**src/rtl/mem_rd_arbiter.sv**
```systemverilog
// Two-requester read-channel arbiter: grant, latch addr/len, count beats, route responses to the owner.
// Latency: request seen in IDLE -> mem_addr_valid_o next cycle; data beats forwarded combinationally.
// Backpressure: address held until mem_resp_ready_i; one grant at a time; MEM_RD_ARB_RR_EN selects round-robin.
module mem_rd_arbiter #(
    parameter int REQ_NUM    = 2,
    parameter int LEN_W      = 8,
    parameter int FIXED_PRIO = 1
) (
    input  logic                            clk,
    input  logic                            rst_n,
    input  logic [REQ_NUM-1:0]              req_addr_valid_i,
    input  logic [REQ_NUM-1:0][31:0]        req_addr_i,
    input  logic [REQ_NUM-1:0][LEN_W-1:0]   req_data_len_i,
    output logic [REQ_NUM-1:0]              req_resp_ready_o,
    output logic [REQ_NUM-1:0]              req_data_valid_o,
    output logic [31:0]                     req_data_o,
    output logic                            mem_addr_valid_o,
    output logic [31:0]                     mem_addr_o,
    output logic [LEN_W-1:0]                mem_data_len_o,
    input  logic                            mem_resp_ready_i,
    input  logic                            mem_data_valid_i,
    input  logic [31:0]                     mem_data_i,
    output logic                            busy_o
);

    localparam int OW = (REQ_NUM > 1) ? $clog2(REQ_NUM) : 1;

    typedef enum logic [1:0] {
        IDLE = 2'd0,
        ADDR = 2'd1,
        DATA = 2'd2
    } state_e;

    state_e           state_q, state_d;
    logic [OW-1:0]    owner_q, owner_d;
    logic [LEN_W-1:0] cnt_q, cnt_d;
    logic [LEN_W-1:0] len_q, len_d;
    logic [31:0]      addr_q, addr_d;
    logic [OW-1:0]    win;
    logic [LEN_W:0]   cnt_inc;

    // One extra bit so len=255 compares against 255 without wrapping.
    assign cnt_inc = {1'b0, cnt_q} + {{LEN_W{1'b0}}, 1'b1};

`ifdef MEM_RD_ARB_RR_EN
    logic [REQ_NUM-1:0] rr_q, rr_d;

    always_comb begin
        int last_idx;
        int idx;
        last_idx = 0;
        idx      = 0;
        win      = '0;
        for (int i = 0; i < REQ_NUM; i++) begin
            if (rr_q[i]) last_idx = i;
        end
        // Walk from farthest to nearest after the last winner; the nearest valid one sticks.
        for (int i = REQ_NUM; i >= 1; i--) begin
            idx = last_idx + i;
            if (idx >= REQ_NUM) idx = idx - REQ_NUM;
            if (req_addr_valid_i[idx]) win = OW'(idx);
        end
    end

    always_comb begin
        rr_d = rr_q;
        if (state_q == IDLE && |req_addr_valid_i) begin
            rr_d      = '0;
            rr_d[win] = 1'b1;
        end
    end

    always_ff @(posedge clk or negedge rst_n) begin
        if (!rst_n) rr_q <= '0;
        else        rr_q <= rr_d;
    end
`else
    always_comb begin
        win = '0;
        for (int i = REQ_NUM - 1; i >= 0; i--) begin
            if (req_addr_valid_i[i]) win = OW'(i);
        end
        if (req_addr_valid_i[FIXED_PRIO]) win = OW'(FIXED_PRIO);
    end
`endif

    always_comb begin
        state_d = state_q;
        owner_d = owner_q;
        cnt_d   = cnt_q;
        addr_d  = addr_q;
        len_d   = len_q;
        case (state_q)
            IDLE: begin
                if (|req_addr_valid_i) begin
                    owner_d = win;
                    addr_d  = req_addr_i[win];
                    len_d   = req_data_len_i[win];
                    cnt_d   = '0;
                    state_d = ADDR;
                end
            end
            ADDR: begin
                if (mem_resp_ready_i) state_d = (len_q == '0) ? IDLE : DATA;
            end
            DATA: begin
                if (mem_data_valid_i) begin
                    if (cnt_inc == {1'b0, len_q}) begin
                        cnt_d   = '0;
                        state_d = IDLE;
                    end else begin
                        cnt_d = cnt_inc[LEN_W-1:0];
                    end
                end
            end
            default: state_d = IDLE;
        endcase
    end

    always_ff @(posedge clk or negedge rst_n) begin
        if (!rst_n) begin
            state_q <= IDLE;
            owner_q <= '0;
            cnt_q   <= '0;
            addr_q  <= '0;
            len_q   <= '0;
        end else begin
            state_q <= state_d;
            owner_q <= owner_d;
            cnt_q   <= cnt_d;
            addr_q  <= addr_d;
            len_q   <= len_d;
        end
    end

    assign busy_o           = (state_q != IDLE);
    assign mem_addr_valid_o = (state_q == ADDR);
    assign mem_addr_o       = addr_q;
    assign mem_data_len_o   = len_q;

    always_comb begin
        req_resp_ready_o = '0;
        req_data_valid_o = '0;
        req_data_o       = '0;
        if (state_q == ADDR && mem_resp_ready_i) req_resp_ready_o[owner_q] = 1'b1;
        if (state_q == DATA && mem_data_valid_i) begin
            req_data_valid_o[owner_q] = 1'b1;
            req_data_o                = mem_data_i;
        end
    end

    a_resp_only_in_addr: assert property (@(posedge clk) disable iff (!rst_n)
        mem_resp_ready_i |-> state_q == ADDR);
    a_data_only_in_data: assert property (@(posedge clk) disable iff (!rst_n)
        mem_data_valid_i |-> state_q == DATA);

endmodule

```
**config.mk**
```make
export PLATFORM = sky130hd
export DESIGN_NAME = mem_rd_arbiter
export DESIGN_NICKNAME = d
export VERILOG_FILES = /design/src/rtl/mem_rd_arbiter.sv
export SDC_FILE = /design/constraint.sdc
export NUM_CORES = 1
export LEC_CHECK = 0
export CAP_MARGIN = 20
export CORE_AREA = 4 4 96 98
export CTS_BUF_LIST = sky130_fd_sc_hd__clkbuf_16
export CTS_CLUSTER_DIAMETER = 50
export DETAILED_ROUTE_END_ITERATION = 10
export DIE_AREA = 0 0 100 102
export PLACE_DENSITY_LB_ADDON = 0.15
export REMOVE_ABC_BUFFERS = 1
export SYNTH_ARGS = -nofsm -noshare
export SYNTH_HDL_FRONTEND = slang
export SYNTH_SLANG_ARGS = --single-unit
```
**constraint.sdc**
```tcl
create_clock -name clk -period 2.8 [get_ports clk]
set_input_delay 0.84 -clock clk [delete_from_list [all_inputs] [get_ports clk]]
set_output_delay 0.84 -clock clk [all_outputs]
set_load 0.03 [all_outputs]
```
Word-level counts from Yosys, hierarchy flattened. Cells that the tools add are included. Widths: inputs -> output; s select.

Flip-flop bits (word level): 51. Input bits: 118. Output and inout port bits: 78. Logic and storage cells: 47.

Add/sub/neg operators: 1. $lt $le $gt $ge: 3. Eq/ne operators: 7. Muxes and demuxes: 20. Reduce and logical (&&, ||, !) cells: 11.

Operator list (number): $mux 32 (3); $mux 8 (5); $pmux 8 s2 (1); $mux 2 (7); $add 8x1->9 const B (1); $eq 9x8->1 (1); $logic_not 8->1 (1); $ne 2x2->1 const B (3); $pmux 2 s3 (1); $lt 1x2->1 const B (2); $reduce_and 4->1 (1); $reduce_bool 2->1 (2); $logic_and 1x1->1 (3); $reduce_and 3->1 (1); $eq 2x1->1 const B (1); $eq 2x2->1 const B (1); $logic_not 2->1 (1); $mux 1 (2); $ne 2x1->1 const B (1); $reduce_and 2->1 (1); $reduce_or 2->1 (1); $demux 1 s1 (1); $ge 1x1->1 const B (1).

Longest topological paths before layout.
Depth after elaboration: 5. Depth in mapped cells: 8. Gate-level depth less buffers: 7.

Worst setup path after synthesis. Ideal clock, no wire load.

Kind: reg-to-output. Start point: register state_q[0]. End point: output port req_resp_ready_o[0]. Arrival: 1483 ps. Data required time: 1960 ps. Slack: 477 ps. Stages on the path, launching flop included: 4. Buffers on the path: 0. Path through: dfrtp_1 -> nor2b_1 -> nand2_1 -> nor2_1.

Cells in the longest elaborated chain, start to end: 3.

RTL lines: start, declared (line 34) `state_e state_q, state_d;`; start signal, assigned (line 128) `state_q <= state_d;`; $eq 2x1->1; net mem_addr_valid_o (line 17) `output logic mem_addr_valid_o,`; $logic_and 1x1->1 (line 145) `if (state_q == ADDR && mem_resp_ready_i) req_resp_ready_o[owner_q] = 1'b1;`; $mux 2 (line 145); end, declared (line 14) `output logic [REQ_NUM-1:0] req_resp_ready_o,`.

The timed path passes the listed nets, and every way through them passes these cells.

Worst setup path after layout.
Start point: input port mem_data_valid_i. End point: output port req_data_valid_o[0].

Cells in the longest elaborated chain, start to end: 2.

RTL lines: start, declared (line 21) `input logic mem_data_valid_i,`; $logic_and 1x1->1 (line 146) `if (state_q == DATA && mem_data_valid_i) begin`; $mux 2 (line 146); end, declared (line 15) `output logic [REQ_NUM-1:0] req_data_valid_o,`.

No other way between the ends.

==> results.json <==
{
  "avgRoutedWirePerCell_um": 15.1,
  "finalWirelength_mm": 9.22,
  "dpl.cell_count": 603,
  "avgSynthCellArea_um2": 9.20,
  "netlist_top_cells_area": "dfrtp_1 (43%), mux2i_1 (14%), a21oi_1 (7.8%), and3_1 (7.7%), nor2_1 (6.0%)",
  "worst_slack_ps": 85.3,
  "ys_seq_elements": 51,
  "htree_levels": 2,
  "fmax_mhz": 368,
  "final_nets": 621,
  "std_cell_rows": 34,
  "die-area_mm2": 0.0102,
  "critPathKind": "input pin to output port",
  "start_kind": "input pin",
  "insertion_delay_ps": 280,
  "syn_to_final_growth_pct": 72.0,
  "place_hpwl_mm": 7.29,
  "vias": 3013,
  "yosys.area.top_type": "dfrtp_1",
  "dr.pass1.iters": 4,
  "slew_violations": 0,
  "cp_slowest_cell": "clkdlybuf4s50_1",
  "min_period_over_period_pct": 97.0,
  "rsz0062_at_grt": "no",
  "post_cts_resize_count": 0,
  "slowest_delay_ps": 510,
  "power_density_mw_per_mm2": 985,
  "report.final.hold_viol_count": 0,
  "synth_seq_area_share_pct": 43.5,
  "diodes": 0,
  "syn_area_mm2": 0.00294,
  "die_height_um": 102,
  "crit_arrival_ps": 1870,
  "cts_made_buffers": 5,
  "antenna_found_initial": 0,
  "grt_max_degree": 81,
  "grt_pass1_wl_mm": 14.2,
  "final_area_mm2": 0.00505,
  "io_pins": 196,
  "ir_drop_uv": 397,
  "drive_above_1_share_pct": 11.4,
  "hold_class": "input pin to asynchronous set/reset pin",
  "synth_top_area_share_pct": 43.5,
  "core_mm2": 0.00847,
  "r2r_slack_ps": 530,
  "outcome": "complete, no violations",
  "gp_congestion": 0.897,
  "cts_tree": "yes",
  "via_per_inst": 4.94,
  "relSlewSlack_pct": 56.0,
  "drt-initial-drc-count": 88,
  "layoutNonFillerInstCount": 610,
  "cts_post_setup_buffers_inserted": 0,
  "start_util_pct": 34.7,
  "ys.flop_type": "dfrtp_1",
  "portBuffers": 195,
  "holdBufCountCts": 0,
  "tightest_slew_ps": 660,
  "grtUsageTotal_pct": 17.3,
  "placed_cell_area_mm2": 0.00489,
  "post-synth-top-count-cell": "dfrtp_1",
  "synth-async-reset-ratio_pct": 100,
  "finalSetupViolCount": 0,
  "p_leak_nw": 2.28,
  "setup.worst_path.end_class": "output port",
  "syn_inst": 319,
  "cts-root-buf": "clkbuf_16",
  "finClkSkew_ps": 9.32,
  "grt-ovfl-total": 0,
  "synth_commonest_cells": "dfrtp_1 (51), nor2_1 (47), a21oi_1 (46)",
  "drv_cap": 0,
  "cp_max_fo": 35,
  "place_ws_ps": 95.6,
  "synth_enable_flop_cells": 0,
  "period_needed_ps": 2710,
  "netlist-cell-type-count": 42,
  "ant_nets": 0,
  "clock_path_buffers": 2,
  "cts_sinks": 51,
  "route.detailed.drc": 0,
  "clkTransAtPathRegs_ps": 70,
  "worst_ep_required_time_ps": 1960,
  "yosys_warnings": 0,
  "first_global_vias": 2858,
  "dieWidth_um": 100,
  "crit_chain": "clkdlybuf4s50_1 -> buf_12 -> nand2_1 -> nor2_1 -> buf_4"
}
critical path, delay by kind of cell:
kind	cells	cell delay, ps
buffers and inverters	3	850
and+or+nand+nor	2	180
flip-flops by register name (all words and copies together) (netlist names):
| register | cells |
|---|---|
| cnt_q | 8 |
| mem_data_len_o | 8 |
| state_q | 2 |
| mem_addr_o | 32 |
| owner_q | 1 |
metrics by stage:
step	hold WS [ps]	utilization, %	total power, W	TNS (ps)
after CTS	416	59.6	0.00503	0
after global placement	507	57.8	0.00429	0
after floorplan	506	-	0.00306	-43080
after global routing	426	59.6	0.00531	0
final	407	59.6	0.00497	0
after detailed placement	517	57.8	0.00433	0
per-layer routing:
| layer | up-vias | routed length, µm | GRT usage (%) |
|---|---|---|---|
| met5 | - | 0 | 0 |
| met4 | 0 | 85 | 3.73 |
| met3 | 6 | 966 | 6.21 |
| met2 | 126 | 4460 | 29.8 |
| met1 | 1381 | 3710 | 21.0 |
| li1 | 1500 | - | - |
layout make-up:
class / instances / area (µm²)
fill: 753 / 3420
timing repair buffer: 202 / 1930
multi-input combinational: 239 / 1540
sequential: 51 / 1280
tap: 108 / 135
clock buffer: 5 / 125
clock inverter: 2 / 33.8
inverter: 3 / 11.3
cell usage in the layout, fill, tap and decap left out, types with 2 or more instances in the layout:
cell             instances
inv_1                    4
dfrtp_1                 51
mux2i_1                 41
nor2_1                  47
buf_2                    2
o21ai_0                  2
a21oi_1                 46
a21o_1                   2
a22o_1                   2
nand4_1                  2
clkdlybuf4s50_1        157
and4_4                   2
nor4_1                   2
clkbuf_16                5
o2111ai_1                2
o31ai_1                  4
or4_1                    2
a22oi_1                  2
buf_4                   41
and3_1                  36
nor3_1                   3
buf_12                   2
xnor2_1                  6
nand3_1                  5
nand2_1                 12
xor2_1                   4
path summary, 6_finish.rpt:
kind,startpoint,endpoint,cells after the start
setup / recovery,mem_data_valid_i,req_data_valid_o[0],5
hold / removal,rst_n,mem_data_len_o[4]$_DFFE_PN0P_,1
setup reg to reg,cnt_q[0]$_DFFE_PN0P_,cnt_q[7]$_DFFE_PN0P_,7
hold reg to reg,mem_addr_o[24]$_DFFE_PN0P_,mem_addr_o[24]$_DFFE_PN0P_,2
max in group asynchronous,rst_n,mem_addr_o[26]$_DFFE_PN0P_,2
min in group clk,mem_addr_o[24]$_DFFE_PN0P_,mem_addr_o[24]$_DFFE_PN0P_,2
cells by family (layout without fill, tap and decap cells):
family	after synthesis	count (layout)	synth area share, %
buf+inv	29	212	4.43
compound gates	69	69	14.2
mux	41	41	14.0
xor+xnor	10	10	2.98
fa+ha+maj	1	1	0.426
flops	51	51	43.5
simple gates	118	118	20.5
power by group:
| group | internal (W) | total [W] | switching, W |
|---|---|---|---|
| combinational | 0.00122 | 0.00288 | 0.00166 |
| clock | 0.000414 | 0.000671 | 0.000258 |
| sequential | 0.00109 | 0.00142 | 0.000331 |
| total | 0.00272 | 0.00497 | 0.00225 |
No activity file was read; power rests on OpenSTA's default activity.
